$ cat config.mk
export PLATFORM = sky130hd
export DESIGN_NAME = instr_fetch_unit_flat
export DESIGN_NICKNAME = d
export VERILOG_FILES = /design/src/rtl/instr_fetch_unit_if.sv /design/src/rtl/instr_fetch_unit.sv /design/src/flat_wrapper.sv
export SDC_FILE = /design/constraint.sdc
export NUM_CORES = 1
export LEC_CHECK = 0
export CAP_MARGIN = 20
export CORE_MARGIN = 10
export CORE_UTILIZATION = 45
export CTS_CLUSTER_SIZE = 40
export DETAILED_ROUTE_END_ITERATION = 8
export PLACE_DENSITY = 0.91
export RECOVER_POWER = 25
export SLEW_MARGIN = 15
export SYNTH_ARGS = -nofsm -noshare
export SYNTH_HDL_FRONTEND = slang
export SYNTH_SLANG_ARGS = --single-unit
$ cat constraint.sdc
create_clock -name clk -period 5.24 [get_ports clk]
set_input_delay 1.048 -clock clk [delete_from_list [all_inputs] [get_ports clk]]
set_output_delay 1.048 -clock clk [all_outputs]
set_load 0.01 [all_outputs]
$ cat src/rtl/instr_fetch_unit_if.sv
// Instruction-memory fetch bus: request/address from the fetch unit,
// data/ack back from memory.
interface instr_fetch_unit_if;
  logic        imem_req;
  logic [31:0] imem_addr;
  logic [31:0] imem_rdata;
  logic        imem_ack;

  modport master (output imem_req, output imem_addr, input imem_rdata, input imem_ack);
  modport slave  (input imem_req, input imem_addr, output imem_rdata, output imem_ack);
endinterface

$ cat src/rtl/instr_fetch_unit.sv
// Multi-cycle RV32I fetch stage: owns the PC, fetches over req/ack, holds the
// instruction for execute, picks the next PC at retire, counts retirements.
module instr_fetch_unit #(
  parameter logic [31:0] RESET_PC  = 32'h0000_0000,
  parameter logic [31:0] NOP_INSTR = 32'h0000_0013
) (
  input  logic                      clk,
  input  logic                      rst,
  instr_fetch_unit_if.master        imem,
  input  logic                      pc_src,
  input  logic                      jump,
  input  logic [31:0]               target_addr,
  input  logic                      retire,
  output logic [31:0]               instr,
  output logic [6:0]                op,
  output logic [2:0]                funct3,
  output logic                      funct7,
  output logic [6:0]                funct77,
  output logic [31:0]               pc,
  output logic [31:0]               pc_plus4,
  output logic                      instr_valid,
  output logic                      fetch_err,
  output logic [31:0]               instret
);

  typedef enum logic [1:0] {S_IDLE, S_REQ, S_EXEC, S_ERR} state_t;

  state_t      state_q, state_d;
  logic [31:0] pc_q, pc_d;
  logic [31:0] instr_q, instr_d;
  logic [31:0] instret_q, instret_d;
  logic        err_q, err_d;
  logic [31:0] next_target;
  logic        req;

  always_ff @(posedge clk) begin
    if (!rst) begin
      state_q   <= S_IDLE;
      pc_q      <= RESET_PC;
      instr_q   <= NOP_INSTR;
      instret_q <= '0;
      err_q     <= 1'b0;
    end else begin
      state_q   <= state_d;
      pc_q      <= pc_d;
      instr_q   <= instr_d;
      instret_q <= instret_d;
      err_q     <= err_d;
    end
  end

  always_comb begin
    state_d     = state_q;
    pc_d        = pc_q;
    instr_d     = instr_q;
    instret_d   = instret_q;
    err_d       = err_q;
    req         = 1'b0;
    instr_valid = 1'b0;
    next_target = (pc_src | jump) ? target_addr : pc_plus4;
    case (state_q)
      S_IDLE: state_d = S_REQ;
      S_REQ: begin
        req = 1'b1;
        if (imem.imem_ack) begin
          instr_d = imem.imem_rdata;
          state_d = S_EXEC;
        end
      end
      S_EXEC: begin
        instr_valid = 1'b1;
        if (retire) begin
          instret_d = instret_q + 32'd1;
          // A misaligned target halts with pc left at the faulting instruction.
          if (next_target[1:0] != 2'b00) begin
            err_d   = 1'b1;
            instr_d = NOP_INSTR;
            state_d = S_ERR;
          end else begin
            pc_d    = next_target;
            state_d = S_REQ;
          end
        end
      end
      S_ERR:   state_d = S_ERR;
      default: state_d = S_IDLE;
    endcase
  end

  assign imem.imem_req  = req;
  assign imem.imem_addr = pc_q;
  assign instr          = instr_q;
  assign op             = instr_q[6:0];
  assign funct3         = instr_q[14:12];
  assign funct7         = instr_q[30];
  assign funct77        = instr_q[31:25];
  assign pc             = pc_q;
  assign pc_plus4       = pc_q + 32'd4;
  assign fetch_err      = err_q;
  assign instret        = instret_q;

endmodule
$ cat src/flat_wrapper.sv
// flat-port wrapper written by rule: the top's interface ports become plain ports
module instr_fetch_unit_flat 
#(
  parameter logic [31:0] RESET_PC  = 32'h0000_0000,
  parameter logic [31:0] NOP_INSTR = 32'h0000_0013
)
  (clk, rst, pc_src, jump, target_addr, retire, instr, op, funct3, funct7, funct77, pc, pc_plus4, instr_valid, fetch_err, instret, imem_imem_req, imem_imem_addr, imem_imem_rdata, imem_imem_ack);
  instr_fetch_unit_if imem_i ();
  input  logic clk;
  input  logic rst;
  input  logic pc_src;
  input  logic jump;
  input  logic [31:0] target_addr;
  input  logic retire;
  output logic [31:0] instr;
  output logic [6:0] op;
  output logic [2:0] funct3;
  output logic funct7;
  output logic [6:0] funct77;
  output logic [31:0] pc;
  output logic [31:0] pc_plus4;
  output logic instr_valid;
  output logic fetch_err;
  output logic [31:0] instret;
  output wire logic [$bits(imem_i.imem_req)-1:0] imem_imem_req;
  output wire logic [$bits(imem_i.imem_addr)-1:0] imem_imem_addr;
  input wire logic [$bits(imem_i.imem_rdata)-1:0] imem_imem_rdata;
  input wire logic [$bits(imem_i.imem_ack)-1:0] imem_imem_ack;
  assign imem_imem_req = imem_i.imem_req;
  assign imem_imem_addr = imem_i.imem_addr;
  assign imem_i.imem_rdata = imem_imem_rdata;
  assign imem_i.imem_ack = imem_imem_ack;
  instr_fetch_unit #(.RESET_PC(RESET_PC), .NOP_INSTR(NOP_INSTR)) u_core (.clk(clk), .rst(rst), .imem(imem_i), .pc_src(pc_src), .jump(jump), .target_addr(target_addr), .retire(retire), .instr(instr), .op(op), .funct3(funct3), .funct7(funct7), .funct77(funct77), .pc(pc), .pc_plus4(pc_plus4), .instr_valid(instr_valid), .fetch_err(fetch_err), .instret(instret));
endmodule
======== Yosys cells after proc, flatten, opt, wreduce, memory -nomap -nowiden ========
Cells that the tools add are included.
cells by class
  add/subtract/negate cells ............... 2
  reduce and logical (&&, ||, !) cells .... 8
  shifts and indexed selects .............. 0
  $mul .................................... 0
  divide/modulo/power cells ............... 0
  equal/unequal tests ..................... 6
  muxes and demuxes ....................... 11
  bitwise logic cells ..................... 2
  magnitude comparators ................... 0
operator list
  cell                   count
  $mux 32                4
  $pmux 32 s2            1
  $add 32x1->32 const B  1
  $add 32x3->32 const B  1
  $pmux 2 s4             1
  $mux 2                 3
  $reduce_and 3->1       2
  $eq 2x2->1 const B     2
  $ne 2x2->1 const B     2
  $reduce_and 2->1       2
  $reduce_and 4->1       1
  $reduce_bool 2->1      2
  $eq 2x1->1 const B     1
  $logic_not 2->1        1
  $mux 1                 2
  $ne 2x1->1 const B     1
  $not 1->1              1
  $or 1x1->1             1
storage, ports and cells
  memory bits (read-only) ................. 0
  bits in latches ......................... 0
  bits of input ports ..................... 70
  RAM bits ................................ 0
  register bits after elaboration ......... 99
  output and inout bits ................... 181
  memories ................................ 0

======== Depth between registers and ports, before layout ========
Gate-level depths: netlist (run 1).
  depth in word-level cells ............... 6
  depth in mapped cells ................... 8
  depth with buffers taken out ............ 6

======== Worst setup path after synthesis (run 1) ========
No wires, ideal clock.
  kind .................................... reg2out
  start point ............................. reg u_core.pc_q[2] (netlist: u_core.imem.imem_addr[2])
  end point ............................... out pc_plus4[28]
  data required time ...................... 4192 ps
  stages on the path, launching flop included .. 7
  data arrival time ....................... 2026 ps
  setup slack ............................. 2166 ps
  path through ............................ dfxtp_1 > ha_1 > nand4_1 > or4_4 > buf_2 > nor3_1 > xor2_1
between the ends
  cells in the longest elaborated chain, start to end .. 1
ends and longest elaborated chain
  item                    line                    RTL
  from (decl)             instr_fetch_unit.sv:29  logic [31:0] pc_q, pc_d;
  from (signal assigned)  instr_fetch_unit.sv:45  pc_q <= pc_d;
  $add 32x3->32           instr_fetch_unit.sv:98  assign pc_plus4 = pc_q + 32'd4;
  to (decl)               flat_wrapper.sv:21      output logic [31:0] pc_plus4;
Every way passes these cells.

======== Final worst setup path (run 1) ========
  start point ............................. reg u_core.pc_q[2] (netlist: u_core.imem.imem_addr[2])
  end point ............................... out pc_plus4[26]
Same word-level chain as after synthesis.

==> results of run 1 <==
metrics by stage:
step           setup WS (ns)  area [µm²]
2_1_floorplan           2.17        5360
5_1_grt                0.968        7850
3_5_place_dp            1.47        7560
3_3_place_gp            1.55        7560
4_1_cts                 1.10        7850
6_report                1.11        7850
cell type report:
| class | count | area [µm²] |
|---|---|---|
| Multi-Input combinational cell | 485 | 2800 |
| Sequential cell | 99 | 1980 |
| Clock inverter | 4 | 32.5 |
| Tap cell | 143 | 179 |
| Inverter | 6 | 22.5 |
| Timing Repair Buffer | 260 | 2570 |
| Clock buffer | 12 | 256 |
| Fill cell | 931 | 3670 |
cell usage after synthesis, types with 4 or more instances:
cell and count:
dfxtp_1 99, and2_1 8, nand2b_1 5, o41ai_1 4, and4_1 7, inv_1 4
and3_1 13, nand4_1 15, a32o_1 4, or3_1 7, nor2_1 63, o21ai_0 20
nor4_1 12, a22o_1 7, buf_2 4, a31oi_1 5, buf_4 52, o31ai_1 6
nand2_1 93, a21oi_1 53, xor2_1 36, clkbuf_1 39, nand3_1 58, xnor2_1 22
nor3_1 10
how the worst min path moves through the flow:
stage               slack [ns]        startpoint          endpoint  cells after the start
finish                    0.45  u_core.instr[22]  u_core.instr[22]                      2
global route              0.47  u_core.instr[19]  u_core.instr[19]                      2
CTS                       0.45  u_core.instr[17]  u_core.instr[17]                      2
detailed placement        0.44  u_core.instr[22]  u_core.instr[22]                      2
global placement          0.44  u_core.instr[21]  u_core.instr[21]                      2
floorplan                 0.48  u_core.instr[10]  u_core.instr[10]                      2
where the power goes:
| part | total [mW] | switching [mW] | internal, mW |
|---|---|---|---|
| sequential | 0.784 | 0.0156 | 0.768 |
| combinational | 0.212 | 0.101 | 0.111 |
| clock | 0.642 | 0.291 | 0.351 |
| total | 1.64 | 0.408 | 1.23 |
metal layers:
metal | track usage, % | part of all wire [%] | wire length (µm) | up-vias
met5 | 0 | 0 | 0 | -
met4 | 8.56 | 2.9 | 535 | 0
met3 | 5.79 | 7.4 | 1380 | 35
met2 | 34.7 | 48 | 9000 | 214
met1 | 24.9 | 41 | 7700 | 2584
li1 | - | - | - | 2683
sequential cells by signal, indices dropped and copies added (netlist names):
| register | flops |
|---|---|
| u_core.state_q | 2 |
| u_core.imem.imem_addr | 32 |
| u_core.fetch_err | 1 |
| u_core.instr | 32 |
| u_core.instret | 32 |
cells by family after synthesis:
group | count (synthesis) | share of synthesized area [%]
fa+ha+maj | 2 | 0.467
xor+xnor | 58 | 9.48
compound gates | 116 | 13.4
mux | 3 | 0.584
flops | 99 | 37.0
buf+inv | 103 | 11.0
simple gates | 306 | 28.1
worst max-delay path: cells and delay by family (launching register included):
kind	cells	cell delay [ns]
buffers and inverters	1	0.58
AND/OR/NAND/NOR	3	1.29
flip-flops	1	0.47
XOR/XNOR	1	0.14
adder cells (fa/ha/maj)	1	0.27
==> metrics.md, run 1 <==
| Metric | Value |
|---|---|
| CP Max Fanout | `13` |
| Die width | `129 µm` |
| Post-Syn Instances | `about 690` |
| Largest buffer count on any clock path | `2` |
| CTS buffer count | `9` |
| Critical Path Source | `u_core.imem.imem_addr[2]` |
| Placed instance count | `between 900 and 1000` |
| Slew Viols, Final | `0` |
| Worst endpoint data arrival time | `3.09 ns` |
| CTS tree | `done` |
| Hold Slack | `0.447 ns` |
| RSZ-0062 raised after global routing | `no` |
| Yosys top cell area share | `37.0%` |
| Area contributors post-synth | `dfxtp_1 (37%), buf_4 (7.3%), nand2_1 (6.5%), xor2_1 (5.9%), nand3_1 (5.4%)` |
| Largest net degree at the start of global routing | `between 70 and 80` |
| Commonest non-fill, non-tap cell in the layout | `clkdlybuf4s50_1` |
| Worst reg-to-reg path cell count | `6` |
| Total GRT Usage | `a little over a fifth` |
| Synth cell types | `55` |
| Final hold vios | `0` |
| Grt ovf | `0` |
| Synth Flop Type | `dfxtp_1` |
| Skew-Pair Late Insertion Delay | `approximately 0.34 ns` |
| Initial Util | `between 40 and 50%` |
| CP cell instances | `ha_1 > nand4_1 > or4_4 > or3_4 > xnor2_1 > clkdlybuf4s50_1` |
| Max-Cap Viols | `0` |
| Total wire length | `18600 µm` |
| # IOs | `between 200 and 300` |
| Die area | `roughly 17000 µm²` |
| Vias in the first global route | `5207` |
| Mapped cell area | `approximately 5400 µm²` |
| Core area | `around 12000 µm²` |
| CTS root buf | `clkbuf_16` |
| Worst reg2reg endpoint | `u_core.imem.imem_addr[19]` |
| P&R area growth vs syn | `46.5%` |
| Worst clock skew | `approximately 0.0079 ns` |
| First-pass GRT wire length | `around 28000 µm` |
| # DRC | `0` |
| VDD IR max | `~0.13 mV` |
| Critical Path Source Type | `register` |
| Clock transition at path regs | `about 0.070 ns` |
| EDFF count, synth | `0` |
| Nets | `around 930` |
| Slowest cell on crit path | `or4_4` |
| Final ANT Viol Nets | `0` |
| Final core occ | `68.1%` |
| Syn Area/Cell | `around 8 µm²` |
| Initial antenna violation count | `0` |
| # hold bufs at CTS | `0` |
| H-Tree Depth | `3` |
| Period utilization | `a little under 80%` |
| Finish-stage setup viols | `0` |
| Fin crit period | `between 4 and 5 ns` |
| Max Freq | `about 240 MHz` |
| Post-CTS Setup Repair Bufs | `0` |
| Core Rows | `39` |
| Wirelength per Cell | `around 18 µm` |
| Dpl hpwl | `13700 µm` |
| Asr flop ratio synth | `0%` |
| Post_cts resized | `0` |
| N_diodes | `0` |
| Slew HR | `a little over 30%` |
| Via density per instance | `between 5 and 6` |
| Share of cells above drive strength 1 | `under 10%` |
| Crit-path max cell delay | `0.67 ns` |
| Worst Max-Slew Pin Slew | `slightly above 1 ns` |
| Die H | `129 µm` |
| Most frequent cells in the layout | `clkdlybuf4s50_1 (182), dfxtp_1 (99), nand2_1 (93), dlygate4sd3_1 (68), nor2_1 (62)` |
| Clock sink count | `99` |
| Synth warn | `0` |
| Drt first pass iters | `5` |
| Setup Total Neg Slack | `0 ns` |
| Leakage power | `2.94 nW` |
| Yosys reg bits | `between 90 and 100` |
| Total Power | `between 1.5 and 2 mW` |
| Final cell count without fillers | `between 1000 and 1500` |
| Required @ worst endpoint | `4.19 ns` |
| Nature of the critical path endpoint | `output pin` |
| CP endpoint | `pc_plus4[26]` |
| Critical path class | `register to output pin` |
| Gp weighted congestion | `0.855` |
| Syn_nets | `between 700 and 800` |
| RR Startpoint | `u_core.imem.imem_addr[1]` |
| Hold Path Class | `register to register` |
| Largest area contributor in the netlist | `dfxtp_1` |
| Via count | `5516` |
| Port-buffer cells | `250` |
| Status | `completed` |
| Starting DRT DRC Count | `approximately 350` |
| Seq/Total Area, Yosys | `37.0%` |
| PD cells | `~210 nW/µm²` |
| FF-to-FF setup slack | `around 2.4 ns` |
Power figures use the tool's default switching activity.
==> run 2, diff against run 1 <==
--- a/config.mk
+++ b/config.mk
@@ -7,10 +7,10 @@
 export LEC_CHECK = 0
 export CAP_MARGIN = 20
 export CORE_MARGIN = 10
-export CORE_UTILIZATION = 45
+export CORE_UTILIZATION = 38
 export CTS_CLUSTER_SIZE = 40
 export DETAILED_ROUTE_END_ITERATION = 8
-export PLACE_DENSITY = 0.91
+export PLACE_DENSITY = 0.82
 export RECOVER_POWER = 25
 export SLEW_MARGIN = 15
 export SYNTH_ARGS = -nofsm -noshare
==> constraint.sdc (replaced) <==
create_clock -name clk -period 3.6 [get_ports clk]
set_input_delay 0.72 -clock clk [delete_from_list [all_inputs] [get_ports clk]]
set_output_delay 0.72 -clock clk [all_outputs]
set_load 0.01 [all_outputs]
==> metrics.md, run 2 (synthesis gave the netlist of run 1 again) <==
| Metric | Value |
|---|---|
| Status | `completed` |
| Drt first pass iters | `5 (unchanged)` |
| Port-buffer cells | `250 (unchanged)` |
| Gp weighted congestion | `0.849 (-0.66%)` |
| Crit-path max cell delay | `0.58 ns (-0.09 ns)` |
| RSZ-0062 raised after global routing | `no` |
| Initial antenna violation count | `1 (+1)` |
| Slew Viols, Final | `0 (unchanged)` |
| CTS root buf | `clkbuf_16` |
| Largest buffer count on any clock path | `2 (unchanged)` |
| Largest net degree at the start of global routing | `66 (-13%)` |
| Leakage power | `3.07 nW (+4.5%)` |
| Worst Max-Slew Pin Slew | `1.39 ns (+0.359 ns)` |
| Finish-stage setup viols | `0 (unchanged)` |
| First-pass GRT wire length | `29700 µm (+4.8%)` |
| Commonest non-fill, non-tap cell in the layout | `clkdlybuf4s50_1` |
| CTS buffer count | `9 (unchanged)` |
| Critical Path Source Type | `register` |
| Multi-input gate area | `2840 µm² (+1.4%)` |
| Placed instance count | `1040 (+4.8%)` |
| Period utilization | `between 90 and 100%` |
| PD cells | `308 nW/µm² (+48%)` |
| Worst setup margin | `0.159 ns (-0.947 ns)` |
| Worst reg-to-reg path cell count | `7 (+1)` |
| Max-Cap Viols | `0 (unchanged)` |
| Place WS | `0.159 ns (-1.31 ns)` |
| CP cell instances | `ha_2 > nand4_1 > or4_4 > nor4b_4 > xor2_1 > clkdlybuf4s50_1` |
| Clock sink count | `99 (unchanged)` |
| CTS tree | `done` |
| H-Tree Depth | `3 (unchanged)` |
| Skew-Pair Late Insertion Delay | `0.35 ns (about the same)` |
| Final hold vios | `0 (unchanged)` |
| Vias in the first global route | `5348 (+2.7%)` |
| Fillers | `1237 (+33%)` |
| Final cell count without fillers | `1061 (+5.2%)` |
| Hold path depth | `2 (unchanged)` |
| Total GRT Usage | `18.6% (-2.3 points)` |
| Via density per instance | `5.28 (-3.5%)` |
| Die H | `139 µm (+7.5%)` |
| Total Power | `2.49 mW (+52%)` |
| Setup Total Neg Slack | `0 ns (unchanged)` |
| P&R area growth vs syn | `50.9%` |
| Wirelength per Cell | `18.2 µm (-1.6%)` |
| Clock transition at path regs | `0.07 ns (about the same)` |
| CP Max Fanout | `6 (-7)` |
| Core Rows | `43 (+10%)` |
| Via count | `5599 (+1.5%)` |
| Initial Util | `38.7% (-7.8 points)` |
| VDD IR max | `0.267 mV (+100%)` |
| # DRC | `0 (unchanged)` |
| Final ANT Viol Nets | `0 (unchanged)` |
| Nature of the critical path endpoint | `output pin` |
| Critical path class | `register to output pin` |
| Register area | `1990 µm² (+0.19%)` |
| Slew HR | `7.15% (-24 points)` |
| Required @ worst endpoint | `2.88 ns (-1.31 ns)` |
| Hold Path Class | `register to register` |
| Die area | `19200 µm² (+15%)` |
| Fin crit period | `3.44 ns` |
| Nets | `947 (+1.5%)` |
| Grt ovf | `0 (unchanged)` |
| Worst endpoint data arrival time | `2.72 ns (-0.37 ns)` |
| Slowest cell on crit path | `clkdlybuf4s50_1` |
| Dpl hpwl | `14300 µm (+4.2%)` |
| Total wire length | `19300 µm (+3.5%)` |
| Share of cells above drive strength 1 | `7.05% (+2.5 points)` |
| Starting DRT DRC Count | `345 (-0.29%)` |
| Core area | `13800 µm² (+20%)` |
| Most frequent cells in the layout | `clkdlybuf4s50_1 (186), dfxtp_1 (96), nand2_1 (93), dlygate4sd3_1 (63), nor2_1 (62)` |
| Die width | `139 µm (+7.5%)` |
| # IOs | `251 (unchanged)` |
| Worst clock skew | `0.0101 ns (+0.00213 ns)` |
| Max Freq | `approximately 290 MHz` |
[run 2: cell count changes in the layout (fill, tap and decap cells not counted), moves of 2 or more]
| cell | before | now |
|---|---|---|
| inv_6 | 1 | 4 |
| buf_4 | 8 | 22 |
| dfxtp_1 | 99 | 96 |
| clkbuf_1 | 2 | 0 |
| dfxtp_2 | 0 | 3 |
| clkinvlp_4 | 2 | 0 |
| dlygate4sd3_1 | 68 | 63 |
| clkdlybuf4s50_1 | 182 | 186 |
| clkbuf_8 | 2 | 0 |
[run 2: final cells by class]
cell class / count / area share, %
clock buffer: 9 / 2.79
sequential: 99 / 24.6
timing repair buffer: 274 / 33.3
multi-input combinational: 485 / 35.2
tap: 180 / 2.79
clock inverter: 7 / 1.11
antenna: 1 / 0.0310
inverter: 6 / 0.279
[run 2: per-stage QoR]
step           instance area [µm²]  utilization (%)  hold WS, ns
3_3_place_gp                  7690             55.6        0.437
5_1_grt                       8080             58.5        0.468
2_1_floorplan                 5360                -        0.476
4_1_cts                       8060             58.3        0.454
6_report                      8090             58.5        0.447
3_5_place_dp                  7690             55.6        0.443
[run 2: final timing paths]
| check | endpoint | start | slack [ns] |
|---|---|---|---|
| worst max-delay path | pc_plus4[30] | u_core.imem.imem_addr[3] | 0.16 |
| worst max register to register | u_core.imem.imem_addr[26] | u_core.imem.imem_addr[3] | 1.18 |
| worst min-delay path | u_core.instr[19] | u_core.instr[19] | 0.45 |
| worst min register to register | u_core.instr[19] | u_core.instr[19] | 0.45 |
[run 2: what timing repair did]
item | in CTS | in global routing
pin swaps | 1 | 0
endpoints found under the hold margin | 0 | 0
hold buffers | 0 | 0
gates resized for setup | 2 | 8
setup buffers | 4 | 0
endpoints found under the setup margin | 3 | 10
[run 2: worst max-delay path, delay by kind of cell (launching register included)]
family | cells | cell delay [ns]
xor+xnor | 1 | 0.18
fa+ha+maj | 1 | 0.22
buf+inv | 1 | 0.58
flops | 1 | 0.38
simple gates | 3 | 1.02
[run 2: report_power, final]
| part | internal [mW] | switching (mW) |
|---|---|---|
| clock | 0.557 | 0.478 |
| combinational | 0.166 | 0.151 |
| sequential | 1.12 | 0.0209 |
| total | 1.84 | 0.650 |
[run 2: per-layer routing]
layer / GRT usage (%) / vias up / part of all wire [%]
met5: 0 / - / 0
met4: 6.48 / 0 / 2.3
met3: 6.27 / 27 / 7.7
met2: 31.6 / 193 / 49
met1: 21.2 / 2652 / 41
li1: - / 2727 / -
